[src/rtl/pipe_pkg.sv]
// rtl/pipe_pkg.sv - default widths and packed stage payload shared by pipe_stage_reg and its bench
package pipe_pkg;

  localparam int DATA_W_DEF = 64;
  localparam int META_W_DEF = 1;
  localparam int CNT_W_DEF  = 16;

  typedef struct packed {
    logic [DATA_W_DEF-1:0] data;
    logic [META_W_DEF-1:0] meta;
  } stage_t;

  localparam int STAGE_W = $bits(stage_t);

  function automatic stage_t make_stage(input logic [DATA_W_DEF-1:0] data,
                                        input logic [META_W_DEF-1:0] meta);
    stage_t s;
    s.data = data;
    s.meta = meta;
    return s;
  endfunction

endpackage

[src/rtl/pipe_skid_slot.sv]
// rtl/pipe_skid_slot.sv - one-entry valid+payload holding register with load/unload/clear
module pipe_skid_slot #(
  parameter int W = 65
) (
  input  logic         clk,
  input  logic         reset,
  input  logic         load,
  input  logic         unload,
  input  logic         clear,
  input  logic [W-1:0] load_data,
  output logic         valid,
  output logic [W-1:0] data
);

  // An empty slot always holds zero so nothing stale can leak out.
  always_ff @(posedge clk or negedge reset) begin
    if (!reset) begin
      valid <= 1'b0;
      data  <= '0;
    end else if (clear || (unload && !load)) begin
      valid <= 1'b0;
      data  <= '0;
    end else if (load) begin
      valid <= 1'b1;
      data  <= load_data;
    end
  end

endmodule

[src/rtl/pipe_stage_reg.sv]
// rtl/pipe_stage_reg.sv - ready/valid pipeline register with stall counter; PIPE_STAGE_SKID_EN adds a skid entry
module pipe_stage_reg
  import pipe_pkg::*;
#(
  parameter int DATA_W = DATA_W_DEF,
  parameter int META_W = META_W_DEF,
  parameter int CNT_W  = CNT_W_DEF
) (
  input  logic              clk,
  input  logic              reset,
  input  logic              in_valid,
  output logic              in_ready,
  input  logic [DATA_W-1:0] in_data,
  input  logic [META_W-1:0] in_meta,
  input  logic              flush,
  output logic              out_valid,
  input  logic              out_ready,
  output logic [DATA_W-1:0] out_data,
  output logic [META_W-1:0] out_meta,
  output logic [CNT_W-1:0]  stall_cnt
);

  localparam int W = DATA_W + META_W;

  logic [W-1:0] in_pay;
  logic [W-1:0] out_pay;
  logic [W-1:0] next_pay;
  logic         next_valid;
  logic         stalled;
  logic         accept;

  assign in_pay  = {in_data, in_meta};
  assign stalled = out_valid & ~out_ready;
  assign accept  = in_valid & in_ready & ~flush;

`ifdef PIPE_STAGE_SKID_EN
  logic         skid_valid;
  logic [W-1:0] skid_data;
  logic         skid_load;
  logic         skid_unload;

  // Ready comes only from the skid register, so out_ready never reaches in_ready.
  assign in_ready    = reset & (flush | ~skid_valid);
  assign skid_load   = accept & stalled;
  assign skid_unload = ~stalled & skid_valid;

  pipe_skid_slot #(.W(W)) u_skid (
    .clk       (clk),
    .reset     (reset),
    .load      (skid_load),
    .unload    (skid_unload),
    .clear     (flush),
    .load_data (in_pay),
    .valid     (skid_valid),
    .data      (skid_data)
  );

  always_comb begin
    next_valid = accept;
    next_pay   = accept ? in_pay : '0;
    if (skid_valid) begin
      next_valid = 1'b1;
      next_pay   = skid_data;
    end
  end
`else
  assign in_ready = reset & (flush | out_ready | ~out_valid);

  always_comb begin
    next_valid = accept;
    next_pay   = accept ? in_pay : '0;
  end
`endif

  always_ff @(posedge clk or negedge reset) begin
    if (!reset) begin
      out_valid <= 1'b0;
      out_pay   <= '0;
    end else if (flush) begin
      out_valid <= 1'b0;
      out_pay   <= '0;
    end else if (!stalled) begin
      out_valid <= next_valid;
      out_pay   <= next_pay;
    end
  end

  assign {out_data, out_meta} = out_pay;

  always_ff @(posedge clk or negedge reset) begin
    if (!reset) begin
      stall_cnt <= '0;
    end else if (stalled && (stall_cnt != {CNT_W{1'b1}})) begin
      stall_cnt <= stall_cnt + {{(CNT_W-1){1'b0}}, 1'b1};
    end
  end

endmodule

[config.mk]
export PLATFORM = sky130hd
export DESIGN_NAME = pipe_stage_reg
export DESIGN_NICKNAME = d
export VERILOG_FILES = /design/src/rtl/pipe_pkg.sv /design/src/rtl/pipe_skid_slot.sv /design/src/rtl/pipe_stage_reg.sv
export SDC_FILE = /design/constraint.sdc
export NUM_CORES = 1
export LEC_CHECK = 0
export ABC_AREA = 0
export CORE_MARGIN = 3
export CORE_UTILIZATION = 43
export CTS_CLUSTER_SIZE = 25
export DETAILED_ROUTE_END_ITERATION = 8
export GPL_TIMING_DRIVEN = 0
export PLACE_DENSITY = 0.87
export SLEW_MARGIN = 20
export SYNTH_ARGS = -nofsm -noshare
export SYNTH_HDL_FRONTEND = slang
export SYNTH_SLANG_ARGS = --single-unit
[constraint.sdc]
create_clock -name clk -period 2.9 [get_ports clk]
set_input_delay 0.87 -clock clk [delete_from_list [all_inputs] [get_ports clk]]
set_output_delay 0.87 -clock clk [all_outputs]
set_load 0.05 [all_outputs]
# --- Yosys cells after proc, flatten, opt, wreduce, memory -nomap -nowiden ---
# Index checks and enable logic that the tools add are counted.
op_classes:
  addsub: 1
  n_eq_ne: 2
  mux: 5
  bitwise: 9
  reduce_logical: 1
op_table:
  columns: ["op", "n"]
  rows:
  - ["65-bit 2-to-1 mux", 3]
  - ["16-bit by 1-bit adder with 16-bit output (second input constant)", 1]
  - ["16-bit inequality test (second input constant)", 1]
  - ["1-bit bitwise AND", 4]
  - ["1-bit inverter", 3]
  - ["1-bit 2-to-1 mux", 2]
  - ["2-bit inequality test (second input constant)", 1]
  - ["1-bit bitwise OR", 2]
  - ["1-bit logical AND", 1]
totals:
  reg_bits: 82
  input_bits: 70
  output_inout_bits: 83
  word_cells: 21

# --- Depth between registers and ports, before layout ---
logic_depth:
  depth_word: 8
  ltp_mapped: 5
  mapped_depth_nobuf: 5

# --- Worst setup path after synthesis ---
# OpenSTA, ideal clock, no wires.
synth_path:
  kind: "input-to-output"
  start: "input out_ready"
  end: "output in_ready"
  arrival_ns: 1.934
  required_time_ns: 2.030
  slack_ns: 0.096
  cell_stages: 4
  path_buffers: 1
  path_cell_list: "nand2b_1 nor2_1 clkbuf_1 nor2b_1"
synth_via:
  elab_chain_len: 3
synth_lines:
  columns: ["element", "line_no", "source"]
  rows:
  - ["start: declaration", "pipe_stage_reg.sv:17", "input logic out_ready,"]
  - ["1-bit bitwise OR (2 in series)", "pipe_stage_reg.sv:67", "assign in_ready = reset & (flush | out_ready | ~out_valid);"]
  - ["1-bit bitwise AND", "pipe_stage_reg.sv:67", null]
  - ["end: declaration", "pipe_stage_reg.sv:12", "output logic in_ready,"]
# Every way passes these cells.

# --- Final worst setup path ---
# Ends and elaborated chain as after synthesis.

==> impl_metrics.toml <==
[synthesis]
yosysWarnings = 0
ys_async_sr_fraction_pct = 100
yosys.cell_types.count = 26
netlist_top_cells_area = "dfrtp_1, a22o_1, xor2_1, xnor2_1, nand2_1"
synth_ff_type = "dfrtp_1"
syn_area_per_cell_um2 = 14.1
seq_area_frac_synth_pct = 65.5
ys_ff_latch = 82
synth_area_um2 = 3130
syn_inst = 222
yosysTopAreaCell = "dfrtp_1"
syn-num-nets = 293
synth_top_area_share_pct = 65.5
synth_edf_count = 0

[timing]
tns_ns = 0
finClkSkew_ns = 0.00723
final.period_utilization_pct = 98.2
report.final.slew_viol_count = 0
fmax_ghz = 0.351
min_period_ns = 2.85
rsz0062_at_grt = "no"
setup_violations = 0
max-slew-margin-rel_pct = 64.1
tightestPinTransition_ns = 0.537
final_hold_viol_count = 0
worst_slack_ns = 0.0517
hold-worst-slack_ns = 0.410

[clocking]
cts.sinks = 82
clkTransAtPathRegs_ns = 0.08
worstSkewPairLatency_ns = 0.33
clock_path_buffers = 2
cts_root_buf = "clkbuf_8"
h-tree-depth = 3
numCtsBuffers = 9
cts_hold_repair.buffers = 0
cts_tree = "built"

[critical_path]
slowest_stage = "clkdlybuf4s50_1"
cp.arrival_ns = 1.98
crit_chain = "clkdlybuf4s50_1 -> nand2b_4 -> nor2_2 -> clkbuf_8 -> nor2b_1 -> buf_6"
cpLargestDelayFamily = "buffers and inverters"
cp-end-kind = "output pin"
max_stage_delay_ns = 0.47
critPathLaunchType = "primary input"
worstPathRequired_ns = 2.03
path_max_fanout = 3
regToRegEndpoint = "stall_cnt[9]"
rr_worst_depth = 5
worstReg2RegStart = "stall_cnt[0]"
cp.buffers_inverters = 3
ff2ff_setup_slack_ns = 1.07
crit_type = "in -> out"

[route]
wl_um = 8360
via_per_inst = 5.19
route.vias.total = 2531
wire_per_inst_um = 17.1
route.detailed.drc = 0
drt_iter0_drc = 83
highest_layer = "met4"
ant_nets = 0
wl_met1_um = 3480
firstDrtPassIters = 4
met3WireLength_um = 551
wl_met2_um = 4270

[min_path]
hold_class = "in -> async"

[die]
die_height_um = 91.4
initial_core_util_pct = 45.1
ios = 153
die_area_um2 = 8350
fp.dieW_um = 91.4
core_um2 = 6940
rows = 30

[global_routing]
grt_antenna_before_repair = 0
grt_max_degree = 51
gr-total-overflow = 0
first_global_vias = 2713
grt.total_usage_pct = 20.4
grt_pass1_wl_um = 13600

[cells_and_area]
final_util_pct = 72.8
syn2layout_area_growth_pct = 61.2
drive_above_1_share_pct = 9.44
final_cell_mix = "clkdlybuf4s50_1, dfrtp_1, a22o_1"
fin_cells = 488
finish.net_count = 458
final_area_um2 = 5050
fillerInstances = 474
layout_commonest_cell = "clkdlybuf4s50_1"
antenna_cells = 0

[power]
irDropWorstVdd_uv = 302
total_power_mw = 2.67
p_per_area_nw_per_um2 = 528
leakagePower_nw = 2.26

[placed_design]
post-place-ws_ns = -0.827
placed_area_um2 = 4800
hpwlAfterDp_um = 6330
place_inst = 471
place.port_buffers = 152
gp_congestion = 0.763

[job]
drv_cap = 0

[status]
status = "finished clean"
[flip-flops by register name (all words and copies together), names as in the netlist]
signal,flops
out_valid,1
stall_cnt,16
out_pay,65
[routing by layer]
metal | GRT usage [%] | vias up
met5 | 0 | -
met4 | 4.52 | 0
met3 | 6.38 | 6
met2 | 35.4 | 99
met1 | 24.8 | 1253
li1 | - | 1173
[how the worst max path moves through the flow]
stage,to,start,cells after the start,slack (ns)
after floorplan,in_ready,out_ready,4,0.1
after global placement,in_ready,reset,3,-3.06
after detailed placement,in_ready,out_ready,6,-0.83
after CTS,in_ready,out_ready,6,0.01
after global routing,in_ready,out_ready,6,0.002
final,in_ready,out_ready,6,0.05
[cells by family after synthesis]
kind of cell               after synthesis  synth area share (%)
DFF                                     82                  65.5
and+or+nand+nor                         41                  8.18
adders and majority gates                1                 0.399
buffers and inverters                   14                  1.92
AOI/OAI and AO/OA                       69                  19.8
xor gates and xnor gates                15                  4.19
[worst register-to-register path, stage by stage, from the launching register on]
cell,delay [ns]
dfrtp_1,0.48
ha_1,0.25
nand4_1,0.24
o41ai_4,0.48
nor3_1,0.11
xor2_1,0.15
[report_power, final]
part	internal, mW	switching (mW)	total (mW)
Sequential	1.19	0.0656	1.26
Combinational	0.219	0.298	0.517
Clock	0.487	0.403	0.890
[area by class of cell]
| type | count | area, µm² | share of cell area (%) |
|---|---|---|---|
| plain buffers | 14 | 70.1 | 1.39 |
| clock buffers | 10 | 128 | 2.53 |
| clock inverters | 6 | 91.3 | 1.81 |
| multi-input cells | 126 | 1030 | 20.4 |
| flip-flops and latches | 82 | 2050 | 40.6 |
| well taps | 96 | 120 | 2.38 |
| repair buffers | 154 | 1560 | 30.9 |
[synthesized netlist by cell type (all sizes together) (2+ instances only)]
master / n
xor2: 9
nor4: 3
buf: 6
nor3: 5
dfrtp: 82
nand3: 5
and3: 2
nand4: 6
nand2: 11
a22o: 65
clkbuf: 8
xnor2: 6
nor2: 4
[repair_timing]
action | 4_1_cts | 5_1_grt
setup buffers | 1 | 0
pin swaps | 1 | 1
endpoints found under the setup margin | 1 | 1
gates resized for setup | 10 | 3
No activity file was read; power rests on OpenSTA's default activity.
